## src/rtl/video_daisy_frame_sync.sv

```systemverilog
// video_daisy_frame_sync
//   Frame-alignment stage between the daisy-chain pixel stream and the
//   line-buffer VGA core. Tracks the x/y raster position, only lets pixels
//   through once a frame_start has been seen at (0,0), and re-locks when the
//   stream slips. Output side is a 2-entry registered skid buffer so src_rdy
//   is a plain flop.
//   Optional: define VIDEO_FRAME_SYNC_ERR_CNT_EN to add the saturating
//   misalignment counter on sync_err_cnt.
module video_daisy_frame_sync #(
    parameter int RGB_SIZE  = 12,
    parameter int HRES      = 640,
    parameter int VRES      = 480,
    parameter int ERR_WIDTH = 16
) (
    input  logic                sys_clk,
    input  logic                sys_rst,
    input  logic [RGB_SIZE:0]   src_data,
    input  logic                src_vld,
    output logic                src_rdy,
    output logic [RGB_SIZE:0]   line_buffer_data,
    output logic                line_buffer_vld,
    input  logic                line_buffer_rdy,
    output logic                sync_locked
`ifdef VIDEO_FRAME_SYNC_ERR_CNT_EN
    ,
    output logic [ERR_WIDTH-1:0] sync_err_cnt
`endif
);

    localparam int XW = (HRES > 1) ? $clog2(HRES) : 1;
    localparam int YW = (VRES > 1) ? $clog2(VRES) : 1;

    localparam logic [0:0] HUNT = 1'b0;
    localparam logic [0:0] LOCK = 1'b1;

    logic [0:0]        state, state_nxt;
    logic [XW-1:0]     x, x_nxt;
    logic [YW-1:0]     y, y_nxt;
    logic              accept, emit, fs, expected, pass, err_evt;
    logic [RGB_SIZE:0] skid;
    logic [1:0]        cnt, cnt_nxt;

    assign accept   = src_vld && src_rdy;
    assign emit     = line_buffer_vld && line_buffer_rdy;
    assign fs       = src_data[RGB_SIZE];
    assign expected = (x == '0) && (y == '0);

    // Alignment decision for the pixel being accepted this cycle
    always_comb begin
        state_nxt = state;
        x_nxt     = x;
        y_nxt     = y;
        pass      = 1'b0;
        err_evt   = 1'b0;
        if (accept) begin
            if (state == HUNT) begin
                if (fs) begin
                    pass      = 1'b1;
                    x_nxt     = XW'(1);
                    y_nxt     = '0;
                    state_nxt = LOCK;
                end
            end else if (fs == expected) begin
                pass = 1'b1;
                if (x == XW'(HRES - 1)) begin
                    x_nxt = '0;
                    y_nxt = (y == YW'(VRES - 1)) ? '0 : y + YW'(1);
                end else begin
                    x_nxt = x + XW'(1);
                end
            end else if (fs) begin
                // early frame start: restart the raster on this pixel
                pass    = 1'b1;
                err_evt = 1'b1;
                x_nxt   = XW'(1);
                y_nxt   = '0;
            end else begin
                // frame start missing where expected: drop and hunt again
                err_evt   = 1'b1;
                state_nxt = HUNT;
            end
        end
    end

    // Skid occupancy after this cycle's push/pop
    always_comb begin
        case ({pass, emit})
            2'b10:   cnt_nxt = cnt + 2'd1;
            2'b01:   cnt_nxt = cnt - 2'd1;
            default: cnt_nxt = cnt;
        endcase
    end

    // Raster position, lock state and lock flag
    always_ff @(posedge sys_clk) begin
        if (!sys_rst) begin
            state       <= HUNT;
            x           <= '0;
            y           <= '0;
            sync_locked <= 1'b0;
        end else begin
            state       <= state_nxt;
            x           <= x_nxt;
            y           <= y_nxt;
            sync_locked <= (state_nxt == LOCK);
        end
    end

    // Two-entry skid buffer: line_buffer_data is the head, skid the tail
    always_ff @(posedge sys_clk) begin
        if (!sys_rst) begin
            cnt              <= 2'd0;
            skid             <= '0;
            line_buffer_data <= '0;
            line_buffer_vld  <= 1'b0;
            src_rdy          <= 1'b0;
        end else begin
            cnt             <= cnt_nxt;
            line_buffer_vld <= (cnt_nxt != 2'd0);
            src_rdy         <= (cnt_nxt < 2'd2);
            if (emit && pass) begin
                if (cnt == 2'd2) begin
                    line_buffer_data <= skid;
                    skid             <= src_data;
                end else begin
                    line_buffer_data <= src_data;
                end
            end else if (emit) begin
                if (cnt == 2'd2) line_buffer_data <= skid;
            end else if (pass) begin
                if (cnt == 2'd0) line_buffer_data <= src_data;
                else             skid             <= src_data;
            end
        end
    end

`ifdef VIDEO_FRAME_SYNC_ERR_CNT_EN
    // Saturating misalignment counter, cleared only by reset
    always_ff @(posedge sys_clk) begin
        if (!sys_rst)                        sync_err_cnt <= '0;
        else if (err_evt && ~&sync_err_cnt)  sync_err_cnt <= sync_err_cnt + ERR_WIDTH'(1);
    end
`else
    logic [ERR_WIDTH-1:0] unused_err_evt;
    assign unused_err_evt = {ERR_WIDTH{err_evt}};
`endif

endmodule
```

## config.mk

```make
export PLATFORM = sky130hd
export DESIGN_NAME = video_daisy_frame_sync
export DESIGN_NICKNAME = d
export VERILOG_FILES = /design/src/rtl/video_daisy_frame_sync.sv
export SDC_FILE = /design/constraint.sdc
export NUM_CORES = 1
export LEC_CHECK = 0
export ABC_AREA = 1
export CAP_MARGIN = 20
export CORE_MARGIN = 2
export CORE_UTILIZATION = 45
export DETAILED_ROUTE_END_ITERATION = 16
export GPL_ROUTABILITY_DRIVEN = 0
export MAX_ROUTING_LAYER = met4
export PLACE_DENSITY_LB_ADDON = 0.15
export SYNTH_ARGS = -nofsm -noshare
export SYNTH_HDL_FRONTEND = slang
export SYNTH_SLANG_ARGS = --single-unit
export TNS_END_PERCENT = 100
```

## constraint.sdc

```tcl
create_clock -name sys_clk -period 2.3 [get_ports sys_clk]
set_clock_uncertainty 0.2 [all_clocks]
set_input_delay 0.345 -clock sys_clk [delete_from_list [all_inputs] [get_ports sys_clk]]
set_output_delay 0.345 -clock sys_clk [all_outputs]
set_load 0.01 [all_outputs]
```

**After elaboration in Yosys (flattened, before gate mapping)**

Index checks and enable logic that the tools add are counted.

- Bits of input ports: 17
- Word-level logic and storage cells: 63
- Bits in registers: 50
- Output and inout bits: 16

- Add/sub/neg operators: 4
- Order comparisons: 1
- Reductions and logical operators: 14
- Mux-type cells: 25
- Equal/unequal tests: 11

Operators by type and width:

| kind | count |
|---|---|
| 2-to-1 mux 13 bit | 11 |
| 2-to-1 mux 9 bit | 5 |
| 2-to-1 mux 10 bit | 4 |
| adder 10 x 1 -> 10 bit (second input constant) | 1 |
| == test 10 bit (second input constant) | 1 |
| logical NOT 10 bit | 1 |
| adder 9 x 1 -> 9 bit (second input constant) | 1 |
| == test 9 bit (second input constant) | 1 |
| logical NOT 9 bit | 1 |
| nonzero test 3 bit | 2 |
| == test 2 bit (second input constant) | 2 |
| logical AND 1 bit | 4 |
| 2-to-1 mux 1 bit | 4 |
| != test 2 x 1 -> 1 bit (second input constant) | 2 |
| one-hot mux 2 bit (2 select lines) | 1 |
| AND reduction 4 bit | 1 |
| nonzero test 2 bit | 2 |
| != test 3 x 1 -> 1 bit (second input constant) | 1 |
| != test 3 x 2 -> 1 bit (second input constant) | 1 |
| AND reduction 3 bit | 1 |
| adder 2 x 1 -> 2 bit (second input constant) | 1 |
| == test 2 x 1 -> 1 bit (second input constant) | 1 |
| logical NOT 2 bit | 1 |
| < comparator 2 bit (second input constant) | 1 |
| 4 further kinds | 4 |

**Longest topological paths before layout**

- Depth after elaboration: 9
- Depth in mapped cells: 16
- Gate-level depth less buffers: 15

**Worst setup path before layout**

No wires, ideal clock.

- Path kind: reg2reg
- Start: register y[0]
- End: register line_buffer_data[10]
- Buffers on the path: 1
- Setup time: 113 ps
- Clock period less this slack: 2563 ps
- Path slack: -263 ps
- Arrival time: 2250 ps
- Stages on the path, launching flop included: 17
- Path through: dfxtp_1 -> inv_1 -> ha_1 -> nand3b_1 -> nor4_1 -> ha_1 -> nand2_1 -> nand3_4 -> inv_1 -> ha_1 -> inv_1 -> clkbuf_1 -> a21oi_1 -> o21ai_0 -> nand2_1 -> nor2_1 -> nor2_1

- Longest elaborated chain between the ends: 9
- Elaborated cells on any way between the ends: 12

Ends and longest elaborated chain:

| what | RTL line | text |
|---|---|---|
| start: declaration | 38 | `logic [YW-1:0] y, y_nxt;` |
| start signal: assignment | 104 | `y <= y_nxt;` |
| logical NOT 9 bit * | 46 | `assign expected = (x == '0) && (y == '0);` |
| logical AND 1 bit * | 46 |  |
| == test 1 bit * | 63 | `end else if (fs == expected) begin` |
| 2-to-1 mux 1 bit * | 63 |  |
| 2-to-1 mux 1 bit * | 56 | `if (state == HUNT) begin` |
| 2-to-1 mux 1 bit * | 55 | `if (accept) begin` |
| logical AND 1 bit | 121 | `if (emit && pass) begin` |
| != test 3 x 1 -> 1 bit (no source line) / nonzero test 3 bit (equally long branches) | - |  |
| AND reduction 3 bit (no source line) | - |  |
| end signal: assignment | 123 | `line_buffer_data <= skid;` |
| end signal: assignment | 126 | `line_buffer_data <= src_data;` |
| end signal: assignment | 129 | `if (cnt == 2'd2) line_buffer_data <= skid;` |
| end: declaration | 20 | `output logic [RGB_SIZE:0] line_buffer_data,` |

Mark *: on every way between the ends. The rest lies on a longest branch, timed or not.
A chain may end at the register's enable or synchronous reset.

**Worst setup path after layout**

- Start: register y[7]
- End: register skid[12]

- Longest elaborated chain between the ends: 9
- Elaborated cells on any way between the ends: 13

Ends and longest elaborated chain:

| what | RTL line | text |
|---|---|---|
| logical NOT 9 bit * | 46 |  |
| logical AND 1 bit * | 46 |  |
| == test 1 bit * | 63 |  |
| 2-to-1 mux 1 bit * | 63 |  |
| 2-to-1 mux 1 bit * | 56 |  |
| 2-to-1 mux 1 bit * | 55 |  |
| logical AND 1 bit | 121 |  |
| != test 2 x 1 -> 1 bit (no source line), or another cell as far along | - |  |
| AND reduction 4 bit (no source line) | - |  |
| end signal: assignment | 124 | `skid <= src_data;` |
| end signal: assignment | 132 | `else skid <= src_data;` |
| end: declaration | 40 | `logic [RGB_SIZE:0] skid;` |

Marks and branches as above.

==> impl_metrics.csv <==
group,metric,value,unit
cells_and_area,final_cells,639,
detailed_routing,via_per_inst,5.047,
cells_and_area,areaGrowthSynthToFinish,35.36,%
yosys,syn-num-nets,508,
yosys,netlist_top_cells_area,"dfxtp_1 34%, nand2_1 14%, nor2_1 11%",
run,maxCapViolCount,0,
worst_setup_path,reg2regPathDepth,14,
worst_setup_path,criticalPathCategory,"register to register",
worst_setup_path,cp_max_fo,8,
yosys,synth_seq_cells,50,
floorplan,width_of_the_chip,85.42,µm
yosys,post-synth-top-area-cell,"dfxtp_1",
floorplan,core-area,6386,µm²
worst_setup_path,startpoint_type,"register",
global_route,globalRouteOverflowTotal,0,
detailed_routing,detail_route.iter0.violations,130,
placed_design,placedInstanceArea,3742,µm²
run_status,failed_checks,"setup timing",
pwr,vdd_drop_max,468.8,µV
worst_setup_path,worst_setup_path_startpoint,"y[7]",
global_route,grt_antenna_before_repair,0,
clock_tree,clk_transition_reported_paths,100,ps
pwr,power-per-cell-area,557.6,nW/µm²
global_route,via_count_of_the_first_global_routing_pass,3032,
worst_setup_path,crit_end,"skid[12]",
floorplan,initial_util,0.4671,
cells_and_area,layout-drive-gt1-share,0.2100,
yosys,syn_inst,484,
cells_and_area,mostFrequentLayoutCells,"113 x nand2_1, 85 x nor2_1, 54 x inv_1",
sta,slew_headroom,0.4478,
yosys,synth-seq-area-share,0.3356,
detailed_routing,detail_route.wl_per_cell,12.57,µm
yosys,synthesis.yosys.warnings,0,
detailed_routing,drt-pass1-iter-count,4,
floorplan,die_height,85.42,µm
clock_tree,cts_tree,"built",
clock_tree,clock_latency,300,ps
global_route,grt_max_degree,27,
floorplan,fp-row-count,29,
sta,grt_setup_unrepaired,"yes",
placed_design,place.port_buffers,32,
detailed_routing,wl,8033,µm
global_route,gr-usage-all-layers,0.2338,
floorplan,num_io_pins,33,
cells_and_area,numnets_final,585,
clock_tree,htreeDepth,2,
cells_and_area,antennaDiodeCount,0,
clock_tree,post_cts_hold_buffer_count,0,
worst_setup_path,critical_path.reg2reg.startpoint,"y[7]",
pwr,power_leakage,1.818,nW
yosys,syn_avg_cell_area,6.163,µm²
clock_tree,cts-root-to-sink-buffers,2,
sta,period_minus_slack,2417,ps
run_status,run_status,"finished with violations",
clock_tree,cts_inserted_buffers,5,
worst_setup_path,setup.reg_to_reg.worst_slack,-120,ps
cells_and_area,n_fill_cell,614,
yosys,synth.distinct_cells,32,
yosys,synthDominantCellAreaShare,0.3356,
detailed_routing,vias,3225,
sta,final-hold-violation-count,0,
worst_setup_path,critPathCaptureType,"register",
placed_design,hpwlAfterDp,5630,µm
detailed_routing,ant_nets,0,
sta,fin_worst_hold_slack,309.3,ps
min_path,min-delay-path-class,"register to register",
clock_tree,cts.sink_count,50,
cells_and_area,design_area,4038,µm²
placed_design,pre_cts_slack,-292.8,ps
floorplan,fp.dieArea,7296,µm²
global_route,first_pass_grt_wire_length,13440,µm
placed_design,placed_cells_incl_taps,625,
worst_setup_path,critPathRequiredTime,2310,ps
yosys,mapped_cell_area,2983,µm²
sta,setup-tns-final,-2420,ps
sta,worst_slew_pin_slew,819.6,ps
detailed_routing,post_route_drc,0,
sta,worst_slack,-116.8,ps
sta,maxClockFrequency,0.4138,GHz
sta,final_min_period_over_clock_period,1.051,
worst_setup_path,crit-reg2reg-capture,"skid[12]",
clock_tree,ctsRootBufferMaster,"clkbuf_8",
worst_setup_path,crit_arrival,2420,ps
sta,setup_violations,34,
sta,final_slew_viol_count,0,
cells_and_area,layout_commonest_cell,"nand2_1",
[worst max-delay path: stages, from the launching register on]
cell and delay (ps):
dfxtp_2 340, nor2_2 130, nand4_1 110, nor4_2 310, buf_4 170, ha_4 130
nand2_4 50, nand3_4 60, inv_2 40, ha_4 180, o21ai_2 160, nand2_4 110
buf_12 160, o21ai_2 110, nor2_1 50
[logic make-up after synthesis]
kind of cell / Yosys count / synth area share
compound gates: 96 / 0.1632
fa+ha+maj: 7 / 0.02936
buf+inv: 83 / 0.1141
flops: 50 / 0.3356
simple gates: 248 / 0.3578
[layout make-up]
type                    instances  area (µm²)  area share
repair inverters                1       7.507    0.001859
multi-input cells             352        1789      0.4431
repair buffers                 84       784.5      0.1943
clock buffers                   6       72.57     0.01797
clock inverters                 2       13.76    0.003409
flip-flops and latches         50        1005      0.2488
inverters                      67       269.0     0.06663
well taps                      77       96.34     0.02386
[flip-flops by register name, summed over array words and instances (netlist names)]
register / cells
y: 9
line_buffer_vld: 1
line_buffer_data: 13
src_rdy: 1
skid: 13
x: 10
state: 1
cnt: 2
[through the flow]
step / total power, mW / util
2_1_floorplan: 1.405 / -
3_3_place_gp: 1.658 / 0.5860
3_5_place_dp: 1.670 / 0.5860
4_1_cts: 2.241 / 0.6195
5_1_grt: 2.384 / 0.6322
6_report: 2.251 / 0.6322
[synthesized netlist by cell type]
cell type  count
nand3_2        4
nand2_1      115
nand3_1       20
buf_6          1
ha_1           7
o22ai_1        1
buf_4          4
nor2_4         2
nand3b_1       2
a21oi_1       43
inv_4          1
dfxtp_1       50
nand2_4        1
nor2_1        90
o21ai_1        1
nor2_2         1
o21ai_2        1
nand2_2        3
clkbuf_2       1
nor4_1         1
inv_2          4
nor3_1         1
clkinv_1       1
nand4_1        4
and3_1         1
buf_2          2
a31oi_1        1
inv_1         61
clkbuf_1       8
or2_2          1
nand3_4        2
o21ai_0       49
[how the worst min path moves through the flow]
stage / start / endpoint / slack (ps) / cells past startpoint
3_3_place_gp: skid[8] / skid[8] / 280 / 2
4_1_cts: skid[8] / skid[8] / 310 / 2
3_5_place_dp: skid[8] / skid[8] / 290 / 2
5_1_grt: skid[3] / skid[3] / 340 / 2
2_1_floorplan: y[2] / y[2] / 250 / 2
6_report: skid[9] / skid[9] / 310 / 2
[report_power, final]
group | switching (mW) | internal, mW | total [mW]
Combinational | 0.407 | 0.326 | 0.733
Sequential | 0.0475 | 0.943 | 0.991
Clock | 0.312 | 0.216 | 0.528
[metal layers]
| layer | vias up | GRT usage | routed length (µm) |
|---|---|---|---|
| met5 | - | - | 0 |
| met4 | 0 | 0.08081 | 112 |
| met3 | 8 | 0.02821 | 181 |
| met2 | 51 | 0.4219 | 4186 |
| met1 | 1480 | 0.2653 | 3552 |
| li1 | 1686 | - | - |
[what timing repair did]
action,4_1_cts,5_1_grt
pin swaps,34,19
setup buffers,1,2
endpoints found under the hold margin,0,0
gates resized for setup,47,25
endpoints found under the setup margin,46,49
gates cloned,2,1
Note: power is estimated with default switching activity, not from simulation.
